## config.mk

```make
export PLATFORM = sky130hd
export DESIGN_NAME = bram_frame_capture
export DESIGN_NICKNAME = d
export VERILOG_FILES = /design/src/rtl/bram_capture_pkg.sv /design/src/rtl/bram_frame_capture.sv
export SDC_FILE = /design/constraint.sdc
export NUM_CORES = 1
export LEC_CHECK = 0
export CAP_MARGIN = 10
export CORE_MARGIN = 3
export CORE_UTILIZATION = 30
export CTS_BUF_LIST = sky130_fd_sc_hd__clkbuf_16
export CTS_CLUSTER_DIAMETER = 80
export DETAILED_ROUTE_END_ITERATION = 8
export PLACE_DENSITY = 0.56
export SYNTH_ARGS = -nofsm -noshare
export SYNTH_HDL_FRONTEND = slang
export SYNTH_SLANG_ARGS = --single-unit
```

## constraint.sdc

```tcl
create_clock -name clk_in -period 2.45 [get_ports clk_in]
set_input_delay 0.49 -clock clk_in [delete_from_list [all_inputs] [get_ports clk_in]]
set_output_delay 0.49 -clock clk_in [all_outputs]
set_load 0.01 [all_outputs]
```

## src/rtl/bram_capture_pkg.sv

```systemverilog
// Shared types and frame geometry for the BRAM frame capture stage and its readout partner.
// The default geometry here also sizes the readout BRAM (BRAM_DEPTH = FRAME_PIXELS).
package bram_capture_pkg;

  typedef enum logic [1:0] {
    IDLE    = 2'd0,
    ARMED   = 2'd1,
    CAPTURE = 2'd2,
    DONE    = 2'd3
  } capture_state_t;

  localparam int FRAME_WIDTH_DEFAULT  = 320;
  localparam int FRAME_HEIGHT_DEFAULT = 240;
  localparam int FRAME_PIXELS         = FRAME_WIDTH_DEFAULT * FRAME_HEIGHT_DEFAULT;
  localparam int ADDR_WIDTH           = $clog2(FRAME_PIXELS);

endpackage

```

## src/rtl/bram_frame_capture.sv

```systemverilog
// Captures exactly one camera frame into BRAM port A on request and holds it until the request drops.
// Optional running XOR checksum of written words: define BRAM_FRAME_CAPTURE_CHECKSUM_EN.
module bram_frame_capture
  import bram_capture_pkg::*;
#(
  parameter int BRAM_WIDTH   = 24,
  parameter int FRAME_WIDTH  = FRAME_WIDTH_DEFAULT,
  parameter int FRAME_HEIGHT = FRAME_HEIGHT_DEFAULT,
  parameter int HCOUNT_WIDTH = 11,
  parameter int VCOUNT_WIDTH = 10,
  localparam int AW = $clog2(FRAME_WIDTH * FRAME_HEIGHT)
) (
  input  logic                    clk_in,
  input  logic                    rst_in,
  input  logic                    capture_in,
  input  logic                    pixel_valid_in,
  input  logic [HCOUNT_WIDTH-1:0] hcount_in,
  input  logic [VCOUNT_WIDTH-1:0] vcount_in,
  input  logic [BRAM_WIDTH-1:0]   pixel_in,
  output logic [AW-1:0]           bram_addr_out,
  output logic [BRAM_WIDTH-1:0]   bram_data_out,
  output logic                    bram_we_out,
  output logic                    busy_out,
  output logic                    frame_ready_out,
  output logic [BRAM_WIDTH-1:0]   checksum_out
);

  capture_state_t state;

  logic          in_window;
  logic          at_origin;
  logic          at_last;
  logic          write_hit;
  logic [AW-1:0] pixel_addr;

  always_comb begin
    in_window  = pixel_valid_in
                 && (32'(hcount_in) < 32'(FRAME_WIDTH))
                 && (32'(vcount_in) < 32'(FRAME_HEIGHT));
    at_origin  = pixel_valid_in && (hcount_in == '0) && (vcount_in == '0);
    at_last    = in_window
                 && (32'(hcount_in) == 32'(FRAME_WIDTH - 1))
                 && (32'(vcount_in) == 32'(FRAME_HEIGHT - 1));
    // Only the frame origin may open a capture, so ARMED never starts mid-frame.
    write_hit  = ((state == ARMED) && at_origin) || ((state == CAPTURE) && in_window);
    pixel_addr = AW'(32'(vcount_in) * 32'(FRAME_WIDTH) + 32'(hcount_in));
  end

  always_ff @(posedge clk_in or posedge rst_in) begin
    if (rst_in) begin
      state         <= IDLE;
      bram_we_out   <= 1'b0;
      bram_addr_out <= '0;
      bram_data_out <= '0;
    end else begin
      bram_we_out <= 1'b0;
      if (!capture_in) begin
        state <= IDLE;
      end else begin
        case (state)
          IDLE: state <= ARMED;
          ARMED, CAPTURE: begin
            if (write_hit) begin
              bram_we_out   <= 1'b1;
              bram_addr_out <= pixel_addr;
              bram_data_out <= pixel_in;
              state         <= at_last ? DONE : CAPTURE;
            end
          end
          DONE:    state <= DONE;
          default: state <= IDLE;
        endcase
      end
    end
  end

  assign busy_out        = (state == ARMED) || (state == CAPTURE);
  assign frame_ready_out = (state == DONE);

`ifdef BRAM_FRAME_CAPTURE_CHECKSUM_EN
  logic [BRAM_WIDTH-1:0] checksum;

  // A write at the origin (first pixel or restart) reseeds the sum with that pixel.
  always_ff @(posedge clk_in or posedge rst_in) begin
    if (rst_in) begin
      checksum <= '0;
    end else if (capture_in && write_hit) begin
      checksum <= (at_origin ? '0 : checksum) ^ pixel_in;
    end
  end

  assign checksum_out = checksum;
`else
  assign checksum_out = '0;
`endif

endmodule
```

* Yosys cells after proc, flatten, opt, wreduce, memory -nomap -nowiden
Index checks and enable logic that the tools add are counted.
** Word-level totals
- Word-level logic and storage cells :: 36
- Flip-flop bits (word level) :: 44
- Output and inout bits :: 68
- Bits of input ports :: 49
** Operators by class
- Eq/ne operators :: 6
- Multiplexer cells :: 7
- $lt $le $gt $ge :: 2
- Add/sub/neg operators :: 1
- $mul :: 1
- Reduce and logical (&&, ||, !) cells :: 15
** Operators with widths (number)
- $add 17x11->17 :: 1
- $eq 11x9->1 const B :: 1
- $logic_not 11->1 :: 1
- $lt 11x9->1 const B :: 1
- $mul 10x3->11 const B :: 1
- $eq 10x8->1 const B :: 1
- $logic_not 10->1 :: 1
- $lt 10x8->1 const B :: 1
- $logic_and 1x1->1 :: 8
- $pmux 2 s3 :: 1
- $eq 2x2->1 const B :: 2
- $mux 1 :: 4
- $mux 2 :: 2
- $ne 3x3->1 const B :: 1
- $reduce_and 3->1 :: 1
- $eq 2x1->1 const B :: 1
- $logic_not 2->1 :: 1
- $logic_or 1x1->1 :: 2
- $reduce_or 2->1 :: 1

* Depth between registers and ports, before layout
Gate-level depths: netlist (run 1).
- Word-level depth :: 9
- Gate-level depth with buffers :: 11
- Depth with buffers taken out :: 10

* Least setup slack after synthesis (run 1)
No wires, ideal clock.
- Path kind :: input port to flip-flop
- Start point :: in vcount_in[1]
- End point :: reg bram_addr_out[14]
- Cell stages on the path :: 10
- Setup slack :: -0.295 ns
- Arrival time :: 2.621 ns
- Setup time :: 0.125 ns
- Cell sequence :: ha_1 > ha_1 > fa_1 > ha_1 > o21a_1 > o31ai_1 > a21oi_1 > and3_1 > xor2_1 > mux2_2
** On the way
- Word-level cells in the longest chain between the ends :: 5
- Elaborated cells between the ends (all ways) :: 10
- Those cells by class :: 1 x add/sub; 1 x mul; 1 x order compare; 7 x reduce/logical
** RTL lines
- from (decl) :: RTL line bram_frame_capture.sv:18 : input logic [VCOUNT_WIDTH-1:0] vcount_in,
- branches (longest 5 deep; another with $add 17x11->17)
- to (signal assigned) :: RTL line bram_frame_capture.sv:65 : bram_addr_out <= pixel_addr;
- to (decl) :: RTL line bram_frame_capture.sv:20 : output logic [AW-1:0] bram_addr_out,
Parallel ways; which one is timed is not known.
A chain may end at the register's enable or synchronous reset.

* Final worst setup path (run 1)
- Start point :: in vcount_in[3]
- End point :: reg bram_addr_out[14]
Same word-level chain as after synthesis.

==> results.yml, run 1 <==
placement:
  place_ws_ps: -906
  dp_hpwl_um: 5190
  port_buffers: 92
  gp_congestion: 0.790
  place_area_um2: 4040
sta:
  final_max_slew_viol_count: 0
  layout_min_cycle_time_ps: 2500
  fin_tns_setup_ps: -53.1
  timing.fmax_mhz: 400
  rsz0062_at_grt: "true"
  hold_viol: 0
  setup_violations: 2
  fin_ws_ps: -47.1
  clock_skew_ps: 5.94
  period_share: 1.02
floorplanning:
  die_h_um: 101
  io-pin-count: 117
  die_area_um2: 10300
  rows: 34
  core_um2: 8760
  die_w_um: 101
  start_util: 0.311
grt:
  antenna_found_initial: 0
  grt_pass1_wl_um: 10800
  grt-ovfl-total: 0
  grt_max_degree: 22
  grt_pass1_vias: 2248
  grt_use_total: 0.132
finish:
  multi_input_area_um2: 1600
  fin_nets: 459
  diodes: 0
  areaGrowthSynthToFinish_pct: 62.9
  seqCellArea_um2: 1100
  design_area_um2: 4440
  drive_above_1_share: 0.327
  fill_cells: 831
  final_util: 0.507
detailed_routing:
  drt_iter0_drc: 53
  routed_wl_um: 6740
  via_per_inst: 4.51
  ant_nets: 0
  via_count: 2224
  drc: 0
  drt_first_pass_iters: 4
  wl_per_cell_um: 13.7
job:
  cap_viol_max_count: 0
clock_tree:
  ctsLongestPathBuffers: 2
  clkTransAtPathRegs_ps: 60
  cts_tree: "done"
  cts.sinks: 44
  htreeDepth: 2
  cts_root_buf: "clkbuf_16"
  clock_latency_ps: 290
  cts_buffers: 5
worst_hold_path:
  min-delay-start: "bram_data_out[1]$_DFFE_PP0P_"
  hold_path_class: "flip-flop to flip-flop"
power:
  irDropWorstVdd_v: 0.000386
  p_leak_uw: 0.00205
  power_density_nw_per_um2: 581
  power_uw: 2580
yosys:
  ys_top_cells_by_count: "dfrtp_1 (44), buf_4 (25), ha_1 (24), mux2_2 (24)"
  yosysMostFrequentCell: "dfrtp_1"
  synth-seq-cells: 44
  synth_top_area_frac: 0.404
  synth_top_area_cell: "dfrtp_1"
  synth_area_per_cell_um2: 11.5
  synthArstFlopShare: 1.00
  synth.yosys.seq_area_share: 0.404
  ys.flop_type: "dfrtp_1"
  ys_types: 43
  synth_area_um2: 2730
  synth-edff-count: 0
  postSynthCellCount: 237
  ys_top_cells_by_area: "dfrtp_1 (40%), ha_1 (11%), mux2_2 (9.9%)"
  ys_warn_count: 0
setup_path:
  start_kind: "input port"
  crit_required_ps: 2620
  worst_path_most_repeated_cell: "ha_4"
  cp.arrival_ps: 2670
  rrSetupSlack_ps: 190
  r2r-start: "state[1]$_DFFE_PP0P_"
  cp_max_fo: 3
  reg2regPathDepth: 9
  cpMaxStageDelayCell: "fa_1"
  crit_path_end: "bram_addr_out[14]$_DFFE_PP0P_"
  r2r-end: "bram_data_out[15]$_DFFE_PP0P_"
  crit_start: "vcount_in[3]"
  max_stage_delay_ps: 450
  cp_cell_sequence: "buf_8 > ha_4 > ha_4 > fa_1 > ha_1 > o21a_1 > o31ai_2 > a21oi_2 > and3_4 > xor2_1 > mux2_4"
  path_class: "input port to flip-flop"
  worstSetupEndpointType: "flip-flop"
outcome:
  violations: "negative setup slack"
  outcome: "finished with violations"
[registers in the layout, indices dropped and copies added (netlist names)]
register,cells
bram_data_out,24
state,2
bram_we_out,1
bram_addr_out,17
[cell usage in the layout, fill, tap and decap left out, types with 2 or more instances in the layout]
cell type	count
a21boi_0	2
a21oi_1	8
a21oi_2	3
a31oi_1	4
buf_12	2
buf_2	2
buf_4	50
clkbuf_16	7
clkdlybuf4s50_1	81
conb_1	24
dfrtp_1	44
dlygate4sd2_1	3
dlymetal6s2s_1	3
fa_1	2
ha_1	15
ha_4	9
inv_1	10
mux2_2	23
mux2_4	11
nand2_1	9
nand4_1	5
nor2_1	9
nor3_1	2
nor4_1	2
nor4b_1	2
o21ai_0	7
o21bai_1	3
o31ai_1	2
xnor2_1	8
xor2_1	5
[how the worst min path moves through the flow]
stage | endpoint | slack (ps) | cells past startpoint
3_5_place_dp | bram_data_out[1]$_DFFE_PP0P_ | 480 | 1
2_1_floorplan | state[1]$_DFFE_PP0P_ | 500 | 2
6_report | bram_data_out[1]$_DFFE_PP0P_ | 490 | 1
4_1_cts | bram_data_out[1]$_DFFE_PP0P_ | 490 | 1
3_3_place_gp | bram_data_out[1]$_DFFE_PP0P_ | 470 | 1
5_1_grt | bram_data_out[1]$_DFFE_PP0P_ | 500 | 1
[per-layer routing]
metal	wire length, um	share of wire	track usage
met3	392	0.058	0.0331
met1	2810	0.42	0.164
met2	3490	0.52	0.230
met4	46	0.0068	0.0307
met5	0	0	0
[worst max-delay path, delay by kind of cell]
family	cells	cell delay [ps]
AO/OA/AOI/OAI	3	400
adder cells (fa/ha/maj)	4	1140
AND/OR/NAND/NOR	1	220
multiplexers	1	250
XOR/XNOR	1	60
buffers and inverters	1	100
[metrics by stage]
step,hold WS (ps),cells
floorplan,500,260
global placement,469,478
detailed placement,479,478
CTS,493,490
global route,500,493
finish,488,493
[where the power goes]
group / total [uW] / internal, uW / switching, uW
registers: 867 / 813 / 53.6
logic: 951 / 556 / 395
clock network: 762 / 479 / 283
[timing repair]
item / 4_1_cts / 5_1_grt
setup endpoints to repair: 33 / 32
setup buffers: 4 / 1
cloned: 0 / 2
hold buffers: 0 / 0
resized for setup: 39 / 11
endpoints found under the hold margin: 0 / 0
pin swaps: 13 / 5
[cell type report]
type	count	share of cell area
clock buffers	5	0.0282
clock inverters	3	0.00957
inverters	12	0.0113
multi-input cells	175	0.361
flip-flops and latches	44	0.248
well taps	108	0.0304
repair buffers	146	0.312
[kinds of logic after synthesis]
| group | count (synthesis) | synth area share |
|---|---|---|
| buf+inv | 41 | 0.103 |
| simple gates | 41 | 0.0826 |
| compound gates | 36 | 0.0849 |
| fa+ha+maj | 26 | 0.125 |
| flops | 44 | 0.404 |
| mux | 35 | 0.158 |
| xor+xnor | 13 | 0.0417 |
| other cells | 1 | 0.00137 |
Power figures use the tool's default switching activity.
==> run 2: changes to the inputs <==
Settings changed: CELL_PAD_IN_SITES_DETAIL_PLACEMENT from default to 0, CELL_PAD_IN_SITES_GLOBAL_PLACEMENT from default to 1, PLACE_DENSITY 0.56 to 0.72, SETUP_SLACK_MARGIN from default to 0.02.
==> results.yml, run 2 (synthesis results as in run 1) <==
power:
  seq_power_share: 0.340
  swShare: 0.279
  pwr-share-comb: 0.369
  power_uw: 2550
  power_density_nw_per_um2: 581
  p_clk_frac: 0.291
  p_switching_uw: 709
  power.internal_uw: 1840
  p_leak_uw: 0.00203
  irDropWorstVdd_v: 0.000418
clock_tree:
  cts.sinks: 44
  ctsLongestPathBuffers: 2
  clock_latency_ps: 280
  cts_root_buf: "clkbuf_16"
  cts_tree: "done"
  cts_buffers: 5
  postCtsHoldBufs: 0
  htreeDepth: 2
  clkTransAtPathRegs_ps: 60
detailed_routing:
  drc: 0
  via_count: 2191
  wl_per_cell_um: 13.5
  via_per_inst: 4.48
  drt_first_pass_iters: 4
  routed_wl_um: 6590
  drt_iter0_drc: 31
  ant_nets: 0
grt:
  grt_max_degree: 45
  antenna_found_initial: 0
  grt_pass1_wl_um: 10700
  grt_use_total: 0.128
  grt-ovfl-total: 0
  grt_pass1_vias: 2235
setup_path:
  cp_max_fo: 3
  crit_required_ps: 2610
  critical_path_buf_inv_count: 1
  worstSetupEndpointType: "flip-flop"
  max_stage_delay_ps: 440
  cp_cell_sequence: "buf_8 > ha_4 > ha_4 > fa_1 > ha_1 > o21a_1 > o31ai_2 > a21oi_2 > and3_4 > xor2_1 > mux2_4"
  path_class: "input port to flip-flop"
  start_kind: "input port"
  path_delay_family: "adder cells"
  cpMaxStageDelayCell: "fa_1"
  worst_path_most_repeated_cell: "ha_4"
  cp.arrival_ps: 2610
sta:
  final_max_slew_viol_count: 0
  timing.fmax_mhz: 408
  relSlewSlack: 0.626
  fin_ws_ps: -2.27
  setup_violations: 1
  hold_viol: 0
  period_share: 1.00
  worst_slew_pin_slew_ps: 561
  rsz0062_at_grt: "true"
  clock_skew_ps: 3.98
  layout_min_cycle_time_ps: 2450
finish:
  drive_above_1_share: 0.318
  diodes: 0
  most-common-layout-cells: "clkdlybuf4s50_1 (81), buf_4 (47), dfrtp_1 (44), conb_1 (24), mux2_2 (23)"
  top_register: "bram_data_out"
  reg.largest.list: "bram_data_out (24), bram_addr_out (17), state (2)"
  final_common_cell: "clkdlybuf4s50_1"
  areaGrowthSynthToFinish_pct: 60.6
  largest_reg_flops: 24
  fin_nets: 455
floorplanning:
  die_area_um2: 10300
  die_h_um: 101
  start_util: 0.311
  core_um2: 8760
  die_w_um: 101
  io-pin-count: 117
  rows: 34
outcome:
  violations: "negative setup slack"
  outcome: "finished with violations"
placement:
  port_buffers: 92
  dp_hpwl_um: 5190
  gp_congestion: 0.810
  place_ws_ps: -883
job:
  cap_viol_max_count: 0
worst_hold_path:
  hold_path_class: "flip-flop to flip-flop"
run 2: changes by cell type in the layout (fill, tap and decap cells not counted), moves of 2 or more:
cell / delta
buf_4: -3
ha_1: +2
ha_4: -2
nor4b_1: -2
nor4b_2: +2
run 2: area by class of cell:
cell class	count	area, um^2
fillers	818	4380
well taps	108	135
multi-input cells	175	1590
clock inverters	3	42.5
flip-flops and latches	44	1100
inverters	12	47.5
repair buffers	142	1340
clock buffers	5	125
run 2: power by group through the flow:
stage	clock network, uW	registers, uW	logic, uW
after floorplan	0	909	426
after global placement	0	877	881
after detailed placement	0	879	894
after CTS	770	866	940
after global routing	811	879	1040
final	741	865	940
run 2: tightest hold or removal path, cell delays in order (launching register included):
cell and delay, ps:
dfrtp_1 340, nand2_1 50, o21ai_0 60
run 2: worst paths after layout:
check | start | endpoint | slack (ps) | cells after the start
max | vcount_in[3] | bram_addr_out[14]$_DFFE_PP0P_ | -2 | 11
min | bram_addr_out[7]$_DFFE_PP0P_ | bram_addr_out[7]$_DFFE_PP0P_ | 480 | 2
max reg2reg | state[1]$_DFFE_PP0P_ | bram_data_out[15]$_DFFE_PP0P_ | 290 | 9
min reg2reg | bram_addr_out[7]$_DFFE_PP0P_ | bram_addr_out[7]$_DFFE_PP0P_ | 480 | 2
max in group asynchronous | rst_in | bram_addr_out[13]$_DFFE_PP0P_ | 1400 | 3
min in group asynchronous | rst_in | bram_data_out[20]$_DFFE_PP0P_ | 670 | 3
run 2: what timing repair did:
action / 4_1_cts / 5_1_grt
cloned: 0 / 1
gates resized for setup: 39 / 11
endpoints found under the setup margin: 33 / 31
buffers inserted: 2 / 1
pin swaps: 14 / 5
run 2: through the flow:
stage / cells / util / hold WS, ps / setup TNS [ps] / instance area [um^2]
3_3_place_gp: 477 / 0.461 / 467 / -13560 / 4040
2_1_floorplan: 260 / - / 500 / -351 / 2850
5_1_grt: 489 / 0.500 / 513 / -147 / 4380
6_report: 489 / 0.500 / 483 / -2.27 / 4380
3_5_place_dp: 477 / 0.461 / 473 / -14440 / 4040
4_1_cts: 487 / 0.491 / 486 / -106 / 4300
run 2: metal layers:
layer,routed length [um],GRT usage,up-vias
met2,3320,0.221,58
met4,44,0.0235,0
met5,0,0,-
met3,333,0.0324,4
met1,2890,0.162,1047
li1,-,-,1082
